## src/rtl/tlb_req_sched_if.sv

```systemverilog
// tlb_req_sched_if: bundles every non-clock/reset signal of tlb_req_sched.
//   Requester side : req_valid/req_va/req_pcid in, req_ready/rsp_* out
//   Flush          : flush_req in, flush_done out
//   TLB side       : tlb_req/tlb_va/tlb_pcid/tlb_insert/tlb_pa/tlb_shutdown out,
//                    tlb_rsp_valid/tlb_hit/tlb_ta in
//   Walker side    : walk_req/walk_va/walk_pcid out, walk_ack/walk_pa/walk_fault in
// modport slave is the scheduler's view; modport master is the environment's
// view (requesters, TLB storage and page walker). SADDR/SPCID must match the
// values given to the scheduler instance.
interface tlb_req_sched_if #(
   parameter int SADDR = 64,
   parameter int SPCID = 12
);
   logic [1:0]         req_valid;
   logic [2*SADDR-1:0] req_va;
   logic [2*SPCID-1:0] req_pcid;
   logic [1:0]         req_ready;
   logic [1:0]         rsp_valid;
   logic [SADDR-1:0]   rsp_pa;
   logic               rsp_fault;
   logic               flush_req;
   logic               flush_done;
   logic               tlb_req;
   logic [SADDR-1:0]   tlb_va;
   logic [SPCID-1:0]   tlb_pcid;
   logic               tlb_rsp_valid;
   logic               tlb_hit;
   logic [SADDR-1:0]   tlb_ta;
   logic               tlb_insert;
   logic [SADDR-1:0]   tlb_pa;
   logic               tlb_shutdown;
   logic               walk_req;
   logic [SADDR-1:0]   walk_va;
   logic [SPCID-1:0]   walk_pcid;
   logic               walk_ack;
   logic [SADDR-1:0]   walk_pa;
   logic               walk_fault;

   modport slave (
      input  req_valid, req_va, req_pcid, flush_req,
      input  tlb_rsp_valid, tlb_hit, tlb_ta,
      input  walk_ack, walk_pa, walk_fault,
      output req_ready, rsp_valid, rsp_pa, rsp_fault, flush_done,
      output tlb_req, tlb_va, tlb_pcid, tlb_insert, tlb_pa, tlb_shutdown,
      output walk_req, walk_va, walk_pcid
   );

   modport master (
      output req_valid, req_va, req_pcid, flush_req,
      output tlb_rsp_valid, tlb_hit, tlb_ta,
      output walk_ack, walk_pa, walk_fault,
      input  req_ready, rsp_valid, rsp_pa, rsp_fault, flush_done,
      input  tlb_req, tlb_va, tlb_pcid, tlb_insert, tlb_pa, tlb_shutdown,
      input  walk_req, walk_va, walk_pcid
   );
endinterface

```

## src/rtl/tlb_req_sched.sv

```systemverilog
// tlb_req_sched: shares one TLB lookup/insert port between instruction fetch
// (port 0) and data access (port 1). Round-robin grants a requester, issues the
// lookup, runs a page walk with timeout on a miss, inserts the walked
// translation, returns a one-cycle response, and sequences full TLB flushes
// between requests.
// Ports:
//   clk   : clock, rising edge
//   rst_n : asynchronous active-low reset
//   bus   : tlb_req_sched_if.slave (requester, flush, TLB and walker signals)
module tlb_req_sched #(
   parameter int SADDR        = 64,
   parameter int SPAGE        = 12,
   parameter int SPCID        = 12,
   parameter int WALK_TIMEOUT = 256
) (
   input  logic           clk,
   input  logic           rst_n,
   tlb_req_sched_if.slave bus
);
   localparam int CW = (WALK_TIMEOUT > 2) ? $clog2(WALK_TIMEOUT) : 1;

   typedef enum logic [2:0] {
      IDLE, LOOKUP, WAIT_TLB, WALK, INSERT, RESP, FLUSH
   } state_t;

   state_t           state;
   logic             rr_last;
   logic             flush_pend;
   logic             cur_id;
   logic [CW-1:0]    walk_cnt;
   logic [1:0]       rsp_valid;
   logic [SADDR-1:0] rsp_pa;
   logic             rsp_fault;
   logic             flush_done;
   logic             tlb_req;
   logic [SADDR-1:0] tlb_va;
   logic [SPCID-1:0] tlb_pcid;
   logic             tlb_insert;
   logic [SADDR-1:0] tlb_pa;
   logic             tlb_shutdown;
   logic             walk_req;

   logic             flush_go;
   logic             gnt_id;
   logic [1:0]       req_ready;
   logic             accept;
   logic [SADDR-1:0] gnt_va;
   logic [SPCID-1:0] gnt_pcid;
   logic [SADDR-1:0] walked_pa;
   logic             walk_unused;

   assign flush_go    = flush_pend | bus.flush_req;
   assign walked_pa   = {bus.walk_pa[SADDR-1:SPAGE], tlb_va[SPAGE-1:0]};
   assign walk_unused = ^bus.walk_pa[SPAGE-1:0];

   // With both ports valid the one not served last wins; a lone valid port
   // always wins.
   always_comb begin
      gnt_id    = (bus.req_valid == 2'b11) ? ~rr_last : bus.req_valid[1];
      req_ready = '0;
      if (state == IDLE && !flush_go && (|bus.req_valid))
         req_ready[gnt_id] = 1'b1;
   end

   assign accept   = |(req_ready & bus.req_valid);
   assign gnt_va   = gnt_id ? bus.req_va[2*SADDR-1:SADDR]   : bus.req_va[SADDR-1:0];
   assign gnt_pcid = gnt_id ? bus.req_pcid[2*SPCID-1:SPCID] : bus.req_pcid[SPCID-1:0];

   // Strobes are registered alongside the state that owns them, so each is
   // set on the transition into its state and cleared by default afterwards.
   always_ff @(posedge clk or negedge rst_n) begin
      if (!rst_n) begin
         state        <= IDLE;
         rr_last      <= 1'b1;
         flush_pend   <= 1'b0;
         cur_id       <= 1'b0;
         walk_cnt     <= '0;
         rsp_valid    <= '0;
         rsp_pa       <= '0;
         rsp_fault    <= 1'b0;
         flush_done   <= 1'b0;
         tlb_req      <= 1'b0;
         tlb_va       <= '0;
         tlb_pcid     <= '0;
         tlb_insert   <= 1'b0;
         tlb_pa       <= '0;
         tlb_shutdown <= 1'b0;
         walk_req     <= 1'b0;
      end else begin
         tlb_req      <= 1'b0;
         tlb_insert   <= 1'b0;
         tlb_shutdown <= 1'b0;
         flush_done   <= 1'b0;
         rsp_valid    <= '0;
         if (bus.flush_req)
            flush_pend <= 1'b1;
         case (state)
            IDLE: begin
               if (flush_go) begin
                  flush_pend   <= 1'b0;
                  tlb_shutdown <= 1'b1;
                  state        <= FLUSH;
               end else if (accept) begin
                  tlb_va   <= gnt_va;
                  tlb_pcid <= gnt_pcid;
                  cur_id   <= gnt_id;
                  tlb_req  <= 1'b1;
                  state    <= LOOKUP;
               end
            end
            LOOKUP: state <= WAIT_TLB;
            WAIT_TLB: begin
               if (bus.tlb_rsp_valid) begin
                  if (bus.tlb_hit) begin
                     rsp_pa    <= bus.tlb_ta;
                     rsp_fault <= 1'b0;
                     rsp_valid <= {cur_id, ~cur_id};
                     state     <= RESP;
                  end else begin
                     walk_cnt <= '0;
                     walk_req <= 1'b1;
                     state    <= WALK;
                  end
               end
            end
            WALK: begin
               // An ack in the final timeout cycle takes priority.
               if (bus.walk_ack && !bus.walk_fault) begin
                  walk_req   <= 1'b0;
                  tlb_pa     <= walked_pa;
                  rsp_pa     <= walked_pa;
                  rsp_fault  <= 1'b0;
                  tlb_insert <= 1'b1;
                  state      <= INSERT;
               end else if (bus.walk_ack || walk_cnt == CW'(WALK_TIMEOUT - 1)) begin
                  walk_req  <= 1'b0;
                  rsp_pa    <= '0;
                  rsp_fault <= 1'b1;
                  rsp_valid <= {cur_id, ~cur_id};
                  state     <= RESP;
               end else begin
                  walk_cnt <= walk_cnt + 1'b1;
               end
            end
            INSERT: begin
               rsp_valid <= {cur_id, ~cur_id};
               state     <= RESP;
            end
            RESP: begin
               rr_last <= cur_id;
               state   <= IDLE;
            end
            FLUSH: begin
               flush_done <= 1'b1;
               state      <= IDLE;
            end
            default: state <= IDLE;
         endcase
      end
   end

   assign bus.req_ready    = req_ready;
   assign bus.rsp_valid    = rsp_valid;
   assign bus.rsp_pa       = rsp_pa;
   assign bus.rsp_fault    = rsp_fault;
   assign bus.flush_done   = flush_done;
   assign bus.tlb_req      = tlb_req;
   assign bus.tlb_va       = tlb_va;
   assign bus.tlb_pcid     = tlb_pcid;
   assign bus.tlb_insert   = tlb_insert;
   assign bus.tlb_pa       = tlb_pa;
   assign bus.tlb_shutdown = tlb_shutdown;
   assign bus.walk_req     = walk_req;
   assign bus.walk_va      = tlb_va;
   assign bus.walk_pcid    = tlb_pcid;
endmodule

```

## src/flat_wrapper.sv

```systemverilog
// flat-port wrapper written by rule: the top's interface ports become plain ports
module tlb_req_sched_flat 
#(
   parameter int SADDR        = 64,
   parameter int SPAGE        = 12,
   parameter int SPCID        = 12,
   parameter int WALK_TIMEOUT = 256
)
  (clk, rst_n, bus_req_valid, bus_req_va, bus_req_pcid, bus_flush_req, bus_tlb_rsp_valid, bus_tlb_hit, bus_tlb_ta, bus_walk_ack, bus_walk_pa, bus_walk_fault, bus_req_ready, bus_rsp_valid, bus_rsp_pa, bus_rsp_fault, bus_flush_done, bus_tlb_req, bus_tlb_va, bus_tlb_pcid, bus_tlb_insert, bus_tlb_pa, bus_tlb_shutdown, bus_walk_req, bus_walk_va, bus_walk_pcid);
  tlb_req_sched_if #(.SADDR(SADDR), .SPCID(SPCID)) bus_i ();
  input  logic clk;
  input  logic rst_n;
  input wire logic [$bits(bus_i.req_valid)-1:0] bus_req_valid;
  input wire logic [$bits(bus_i.req_va)-1:0] bus_req_va;
  input wire logic [$bits(bus_i.req_pcid)-1:0] bus_req_pcid;
  input wire logic [$bits(bus_i.flush_req)-1:0] bus_flush_req;
  input wire logic [$bits(bus_i.tlb_rsp_valid)-1:0] bus_tlb_rsp_valid;
  input wire logic [$bits(bus_i.tlb_hit)-1:0] bus_tlb_hit;
  input wire logic [$bits(bus_i.tlb_ta)-1:0] bus_tlb_ta;
  input wire logic [$bits(bus_i.walk_ack)-1:0] bus_walk_ack;
  input wire logic [$bits(bus_i.walk_pa)-1:0] bus_walk_pa;
  input wire logic [$bits(bus_i.walk_fault)-1:0] bus_walk_fault;
  output wire logic [$bits(bus_i.req_ready)-1:0] bus_req_ready;
  output wire logic [$bits(bus_i.rsp_valid)-1:0] bus_rsp_valid;
  output wire logic [$bits(bus_i.rsp_pa)-1:0] bus_rsp_pa;
  output wire logic [$bits(bus_i.rsp_fault)-1:0] bus_rsp_fault;
  output wire logic [$bits(bus_i.flush_done)-1:0] bus_flush_done;
  output wire logic [$bits(bus_i.tlb_req)-1:0] bus_tlb_req;
  output wire logic [$bits(bus_i.tlb_va)-1:0] bus_tlb_va;
  output wire logic [$bits(bus_i.tlb_pcid)-1:0] bus_tlb_pcid;
  output wire logic [$bits(bus_i.tlb_insert)-1:0] bus_tlb_insert;
  output wire logic [$bits(bus_i.tlb_pa)-1:0] bus_tlb_pa;
  output wire logic [$bits(bus_i.tlb_shutdown)-1:0] bus_tlb_shutdown;
  output wire logic [$bits(bus_i.walk_req)-1:0] bus_walk_req;
  output wire logic [$bits(bus_i.walk_va)-1:0] bus_walk_va;
  output wire logic [$bits(bus_i.walk_pcid)-1:0] bus_walk_pcid;
  assign bus_i.req_valid = bus_req_valid;
  assign bus_i.req_va = bus_req_va;
  assign bus_i.req_pcid = bus_req_pcid;
  assign bus_i.flush_req = bus_flush_req;
  assign bus_i.tlb_rsp_valid = bus_tlb_rsp_valid;
  assign bus_i.tlb_hit = bus_tlb_hit;
  assign bus_i.tlb_ta = bus_tlb_ta;
  assign bus_i.walk_ack = bus_walk_ack;
  assign bus_i.walk_pa = bus_walk_pa;
  assign bus_i.walk_fault = bus_walk_fault;
  assign bus_req_ready = bus_i.req_ready;
  assign bus_rsp_valid = bus_i.rsp_valid;
  assign bus_rsp_pa = bus_i.rsp_pa;
  assign bus_rsp_fault = bus_i.rsp_fault;
  assign bus_flush_done = bus_i.flush_done;
  assign bus_tlb_req = bus_i.tlb_req;
  assign bus_tlb_va = bus_i.tlb_va;
  assign bus_tlb_pcid = bus_i.tlb_pcid;
  assign bus_tlb_insert = bus_i.tlb_insert;
  assign bus_tlb_pa = bus_i.tlb_pa;
  assign bus_tlb_shutdown = bus_i.tlb_shutdown;
  assign bus_walk_req = bus_i.walk_req;
  assign bus_walk_va = bus_i.walk_va;
  assign bus_walk_pcid = bus_i.walk_pcid;
  tlb_req_sched #(.SADDR(SADDR), .SPAGE(SPAGE), .SPCID(SPCID), .WALK_TIMEOUT(WALK_TIMEOUT)) u_core (.clk(clk), .rst_n(rst_n), .bus(bus_i));
endmodule
```

## config.mk

```make
export PLATFORM = sky130hd
export DESIGN_NAME = tlb_req_sched_flat
export DESIGN_NICKNAME = d
export VERILOG_FILES = /design/src/rtl/tlb_req_sched_if.sv /design/src/rtl/tlb_req_sched.sv /design/src/flat_wrapper.sv
export SDC_FILE = /design/constraint.sdc
export NUM_CORES = 1
export LEC_CHECK = 0
export ABC_AREA = 1
export ABC_CLOCK_PERIOD_IN_PS = 2100
export CAP_MARGIN = 40
export CELL_PAD_IN_SITES_DETAIL_PLACEMENT = 0
export CELL_PAD_IN_SITES_GLOBAL_PLACEMENT = 2
export CORE_ASPECT_RATIO = 2
export CORE_UTILIZATION = 21
export DETAILED_ROUTE_END_ITERATION = 12
export PLACE_DENSITY = 0.92
export RECOVER_POWER = 25
export SYNTH_ARGS = -nofsm -noshare
export SYNTH_HDL_FRONTEND = slang
export SYNTH_SLANG_ARGS = --single-unit
```

## constraint.sdc

```tcl
create_clock -name clk -period 2.1 [get_ports clk]
set_input_delay 0.525 -clock clk [delete_from_list [all_inputs] [get_ports clk]]
set_output_delay 0.525 -clock clk [all_outputs]
set_load 0.01 [all_outputs]
```

Yosys cells after proc, flatten, opt, wreduce, memory -nomap -nowiden
Index checks and enable logic that the tools add are counted.
W data, S select, Z words.
- flip-flop bits (word level): 226
- bits of input ports: 289
- output and inout bits: 290
- word-level logic and storage cells: 105
- add/sub/neg operators: 1
- $lt $le $gt $ge: 2
- equal/unequal tests: 15
- mux-type cells: 49
- bitwise gates (word level): 5
- reductions and logical operators: 17
- operator list (kind ; count):
    $mux W64 ; 5
    $pmux W64 S2 ; 1
    $mux W8 ; 4
    $mux W1 ; 21
    $mux W3 ; 6
    $pmux W8 S2 ; 1
    $pmux W3 S5 ; 1
    $mux W12 ; 1
    $mux W2 ; 5
    $ne A2 B2 Y1 const B ; 5
    $eq A3 B3 Y1 const B ; 3
    $add A8 B1 Y8 const B ; 1
    $eq A8 B8 Y1 const B ; 1
    $reduce_and A4 Y1 ; 2
    $eq A3 B2 Y1 const B ; 2
    $ne A3 B1 Y1 const B ; 2
    $pmux W2 S3 ; 1
    $reduce_and A3 Y1 ; 2
    $reduce_and A5 Y1 ; 1
    $logic_and A1 B1 Y1 ; 4
    $pmux W1 S2 ; 2
    $reduce_or A2 Y1 ; 2
    $eq A3 B1 Y1 const B ; 1
    $logic_not A3 Y1 ; 1
    11 further kinds ; 14

Logic depth before layout (Yosys ltp)
- depth after elaboration: 12
- depth in mapped cells: 10
- depth with buffers taken out: 9

Worst setup path before layout
Ideal clock, no wire load.
- path kind: input to output
- start point: in bus_flush_req
- end point: out bus_req_ready[0]
- data arrival time: 1.503 ns
- data required time: 1.575 ns
- path slack: 0.072 ns
- stages: 6
- cells stage by stage: nor2_1 > nand3_2 > a21oi_4 > inv_2 > clkbuf_1 > a21oi_1
- longest elaborated chain between the ends: 5
- ends and longest elaborated chain (what ; RTL line ; RTL):
    start, declared ; flat_wrapper.sv:16 ; input wire logic [$bits(bus_i.flush_req)-1:0] bus_flush_req;
    $or A1 B1 Y1 ; tlb_req_sched.sv:52 ; assign flush_go = flush_pend | bus.flush_req;
    $logic_not A1 Y1 ; tlb_req_sched.sv:61 ; if (state == IDLE && !flush_go && (|bus.req_valid))
    $logic_and A1 B1 Y1 (2 in series) ; tlb_req_sched.sv:61 ;
    $mux W2 ; tlb_req_sched.sv:61 ;
    end, declared ; flat_wrapper.sv:23 ; output wire logic [$bits(bus_i.req_ready)-1:0] bus_req_ready;
Every way passes these cells.

Final worst setup path
- start point: reg u_core.flush_pend
- end point: out bus_req_ready[0]
- longest elaborated chain between the ends: 5
- ends and longest elaborated chain (what ; RTL line ; RTL):
    start, declared ; tlb_req_sched.sv:28 ; logic flush_pend;
    start signal, assigned ; tlb_req_sched.sv:75 ; flush_pend <= 1'b0;
    start signal, assigned ; tlb_req_sched.sv:96 ; flush_pend <= 1'b1;
    start signal, assigned ; tlb_req_sched.sv:100 ; flush_pend <= 1'b0;
    $or A1 B1 Y1 ; tlb_req_sched.sv:52 ;
    $logic_not A1 Y1 ; tlb_req_sched.sv:61 ;
    $logic_and A1 B1 Y1 (2 in series) ; tlb_req_sched.sv:61 ;
    $mux W2 ; tlb_req_sched.sv:61 ;
Every way passes these cells.

==> results.cfg <==
[sta]
skew_ps = 12.56
final.min_clock_period_ps = 2185
setup_viol = 2
slew_headroom_pct = 32.65
max_clock_freq_mhz = 457.7
period_share_pct = 104.0
rsz0062_at_grt = yes
timing.hold.ws_ps = 424.6
max_slew.worst_pin.slew_ps = 1010
hold_viol_final = 0
fin_ws_ps = -84.92
drv_slew = 0

[power_and_ir_drop]
netSwitchingPower_w = 0.009364
netSwitchingFraction_pct = 38.39
powerDensity_nw_per_um2 = 1306
power_frac_comb_pct = 49.2
intPower_w = 0.01503
leakagePower_nw = 9.589
p_clk_share_pct = 18.8
pwr-share-seq_pct = 32.0
p_total_w = 0.02439
peakVddDrop_mv = 0.7115

[global_route]
grtUsageMet1_pct = 17.94
busiest_layer = met2
grt_max_degree = 127
grt_antenna_before_repair = 3
grt_use_met3_pct = 5.198
overflow = 0
grt_pass1_wl_um = 74860
grtUsageTotal_pct = 17.68
grt_pass1_vias = 12358
grt_use_met2_pct = 32.59

[worst_setup_path]
crit_type = reg2out
r2r_setup_slack_ps = 100
critPathTopFamily = flip-flops
crit_top_cell = a21oi_4
cpMaxStageDelayCell = dfrtp_1
cp_slowest_stage_delay_ps = 370
endpoint_kind = output pin
crit_required_ps = 1570
critical_path_buf_inv_count = 2
r2r-end = u_core.bus.rsp_pa[14]
path_cells = nor2_2, nand3_2, a21oi_4, inv_2, a21oi_4, buf_6
timing.rr.start = u_core.state[1]
path_max_fanout = 2
r2r.worst_path.cells = 9
cp_data_arrival_time_ps = 1660
cp-start-kind = flip-flop

[flow_run]
cap_violations = 0

[routing]
via_count = 11812
wirelength_um = 49960
dr.pass1.iters = 6
drc = 0
ant_nets = 0
drtIter0Drc = 442
wl_per_cell_um = 18.09
routed_via_density = 4.278

[run_status]
violations = setup timing
status = complete, but fails checks

[worst_hold_path]
hp-class = reg2reg
min_to = u_core.bus.rsp_valid[0]
hold_path_depth = 1
worstHoldStart = u_core.cur_id

[cts]
clk_latency_ps = 560
cts_tree = done
clk_transition_reported_paths_ps = 60
cts_buffers = 25
htree_levels = 1
numClockSinks = 226
clockBufferDepth = 3
clock-root-buffer = clkbuf_16

[logic_synthesis]
synth_commonest_cells = nand2_1, dfrtp_1, inv_1
ys.flop_type = dfrtp_1
avgSynthCellArea_um2 = 7.391
synthesis.area_um2 = 11540
yosys.area.top_type = dfrtp_1
synthCells = 1562
synth.distinct_cells = 23
yosys_warnings = 0
synth_seq_cells = 226
ys_top_cells_by_area = dfrtp_1, nand2_1, buf_4
synth_edf_count = 0
netlist.area_leader.share_pct = 48.77
ys_seq_area_share_pct = 49.00
syn-num-nets = 1852
yosysMostFrequentCell = nand2_1
ys_async_sr_fraction_pct = 100.0

[final_layout]
num-fill-cells = 5741
syn2layout_area_growth_pct = 61.81
drive_gt1_share_pct = 6.337
multi_input_area_um2 = 4429
stdcell_count = 2761
register_area_um2 = 5663
final_nets = 2355

[placed_design]
dp_hpwl_um = 37540
place_congestion = 0.8193
portBuffers = 566
dpl.cell_count = 2704

[floorplan]
die_h_um = 333.6
io_pins = 579
start_util_pct = 21.24
core-area_um2 = 54350
die-area_um2 = 55970
fp.dieW_um = 167.8
row_count = 121
-- cell families (layout without fill, tap and decap cells) --
kind of cell               count (synthesis)  count (layout)  share of synthesized area (%)
DFF                                      226             226                          49.00
adders and majority gates                  1               1                         0.1084
AOI/OAI and AO/OA                         91              91                          5.549
other                                      0               2                              0
buffers and inverters                    320             841                          13.45
and+or+nand+nor                          924             924                          31.90
-- area by class of cell --
cell class                 instances  share of cell area (%)
multi-input combinational       1016                   23.71
inverter                         154                   3.094
sequential                       226                   30.31
timing repair buffer             642                   33.86
tap                              676                   4.528
clock buffer                      37                   3.912
antenna                            2                 0.02679
clock inverter                     8                  0.5492
-- sequential cells by signal, indices dropped and copies added (netlist names) --
name and count:
u_core.bus.rsp_pa 64, u_core.bus.tlb_pa 64, u_core.bus.tlb_va 64, u_core.bus.tlb_pcid 12, u_core.walk_cnt 8, u_core.state 3, u_core.bus.rsp_valid 2, u_core.bus.flush_done 1
u_core.bus.rsp_fault 1, u_core.bus.tlb_insert 1, u_core.bus.tlb_req 1, u_core.bus.tlb_shutdown 1, u_core.bus.walk_req 1, u_core.cur_id 1, u_core.flush_pend 1, u_core.rr_last 1
-- routing by layer --
metal	share of wire [%]	vias to the layer above
met5	0.024	-
met4	4.7	2
met1	35	5487
met2	51	491
li1	-	5757
met3	8.6	75
-- power by group through the flow --
| stage | logic, W | clock network (W) | registers (W) |
|---|---|---|---|
| 6_report | 0.0120 | 0.00460 | 0.00780 |
| 5_1_grt | 0.0131 | 0.00489 | 0.00803 |
| 4_1_cts | 0.0122 | 0.00478 | 0.00783 |
| 3_5_place_dp | 0.0123 | 0 | 0.00788 |
| 3_3_place_gp | 0.0122 | 0 | 0.00781 |
| 2_1_floorplan | 0.00465 | 0 | 0.00840 |
-- what timing repair did --
item / 4_1_cts / 5_1_grt
setup endpoints to repair: 53 / 42
hold endpoints to repair: 42 / 0
pin swaps: 2 / 1
gates resized for setup: 66 / 9
hold buffers: 1 / 0
setup buffers: 9 / 1
-- worst max-delay path by stage --
stage                            startpoint               end  cells past startpoint
after floorplan               bus_flush_req  bus_req_ready[0]                      6
after global placement        bus_flush_req  bus_req_ready[0]                      8
after detailed placement      bus_flush_req  bus_req_ready[0]                      8
after CTS                   u_core.state[1]  bus_req_ready[0]                      6
after global routing      u_core.flush_pend  bus_req_ready[0]                      6
final                     u_core.flush_pend  bus_req_ready[0]                      6
-- layout by cell type (no fill, tap or decap), types with 2 or more instances in the layout --
cell type and instances:
clkinvlp_4 2, buf_6 3, inv_2 3, clkbuf_4 4
nor2_4 2, nand3_4 3, bufinv_16 2, buf_12 13
inv_1 151, nand2_4 3, clkbuf_2 3, dlymetal6s2s_1 7
nand2_1 734, nand3_1 25, nor3_1 2, dlygate4sd2_1 44
buf_4 46, nor2_2 2, o211ai_1 64, clkinv_2 2
clkbuf_16 25, dfrtp_2 5, nor2_1 86, clkbuf_1 15
nand4_1 65, dfrtp_1 220, o21ai_0 16, a21oi_4 3
clkbuf_8 6, clkdlybuf4s50_1 512, o21bai_1 3, a21oi_1 4
diode_2 2
-- per-stage QoR --
stage	cell area, um2	util [%]	setup WS (ps)	TNS (ps)
4_1_cts	18740	34.49	-164.5	-235.5
3_3_place_gp	17840	32.83	-989.5	-62210
2_1_floorplan	11540	-	72.38	0
3_5_place_dp	17860	32.86	-974.0	-43450
5_1_grt	18680	34.37	-181.8	-4063
6_report	18680	34.37	-84.92	-99.21
(Power assumes the default switching activity.)
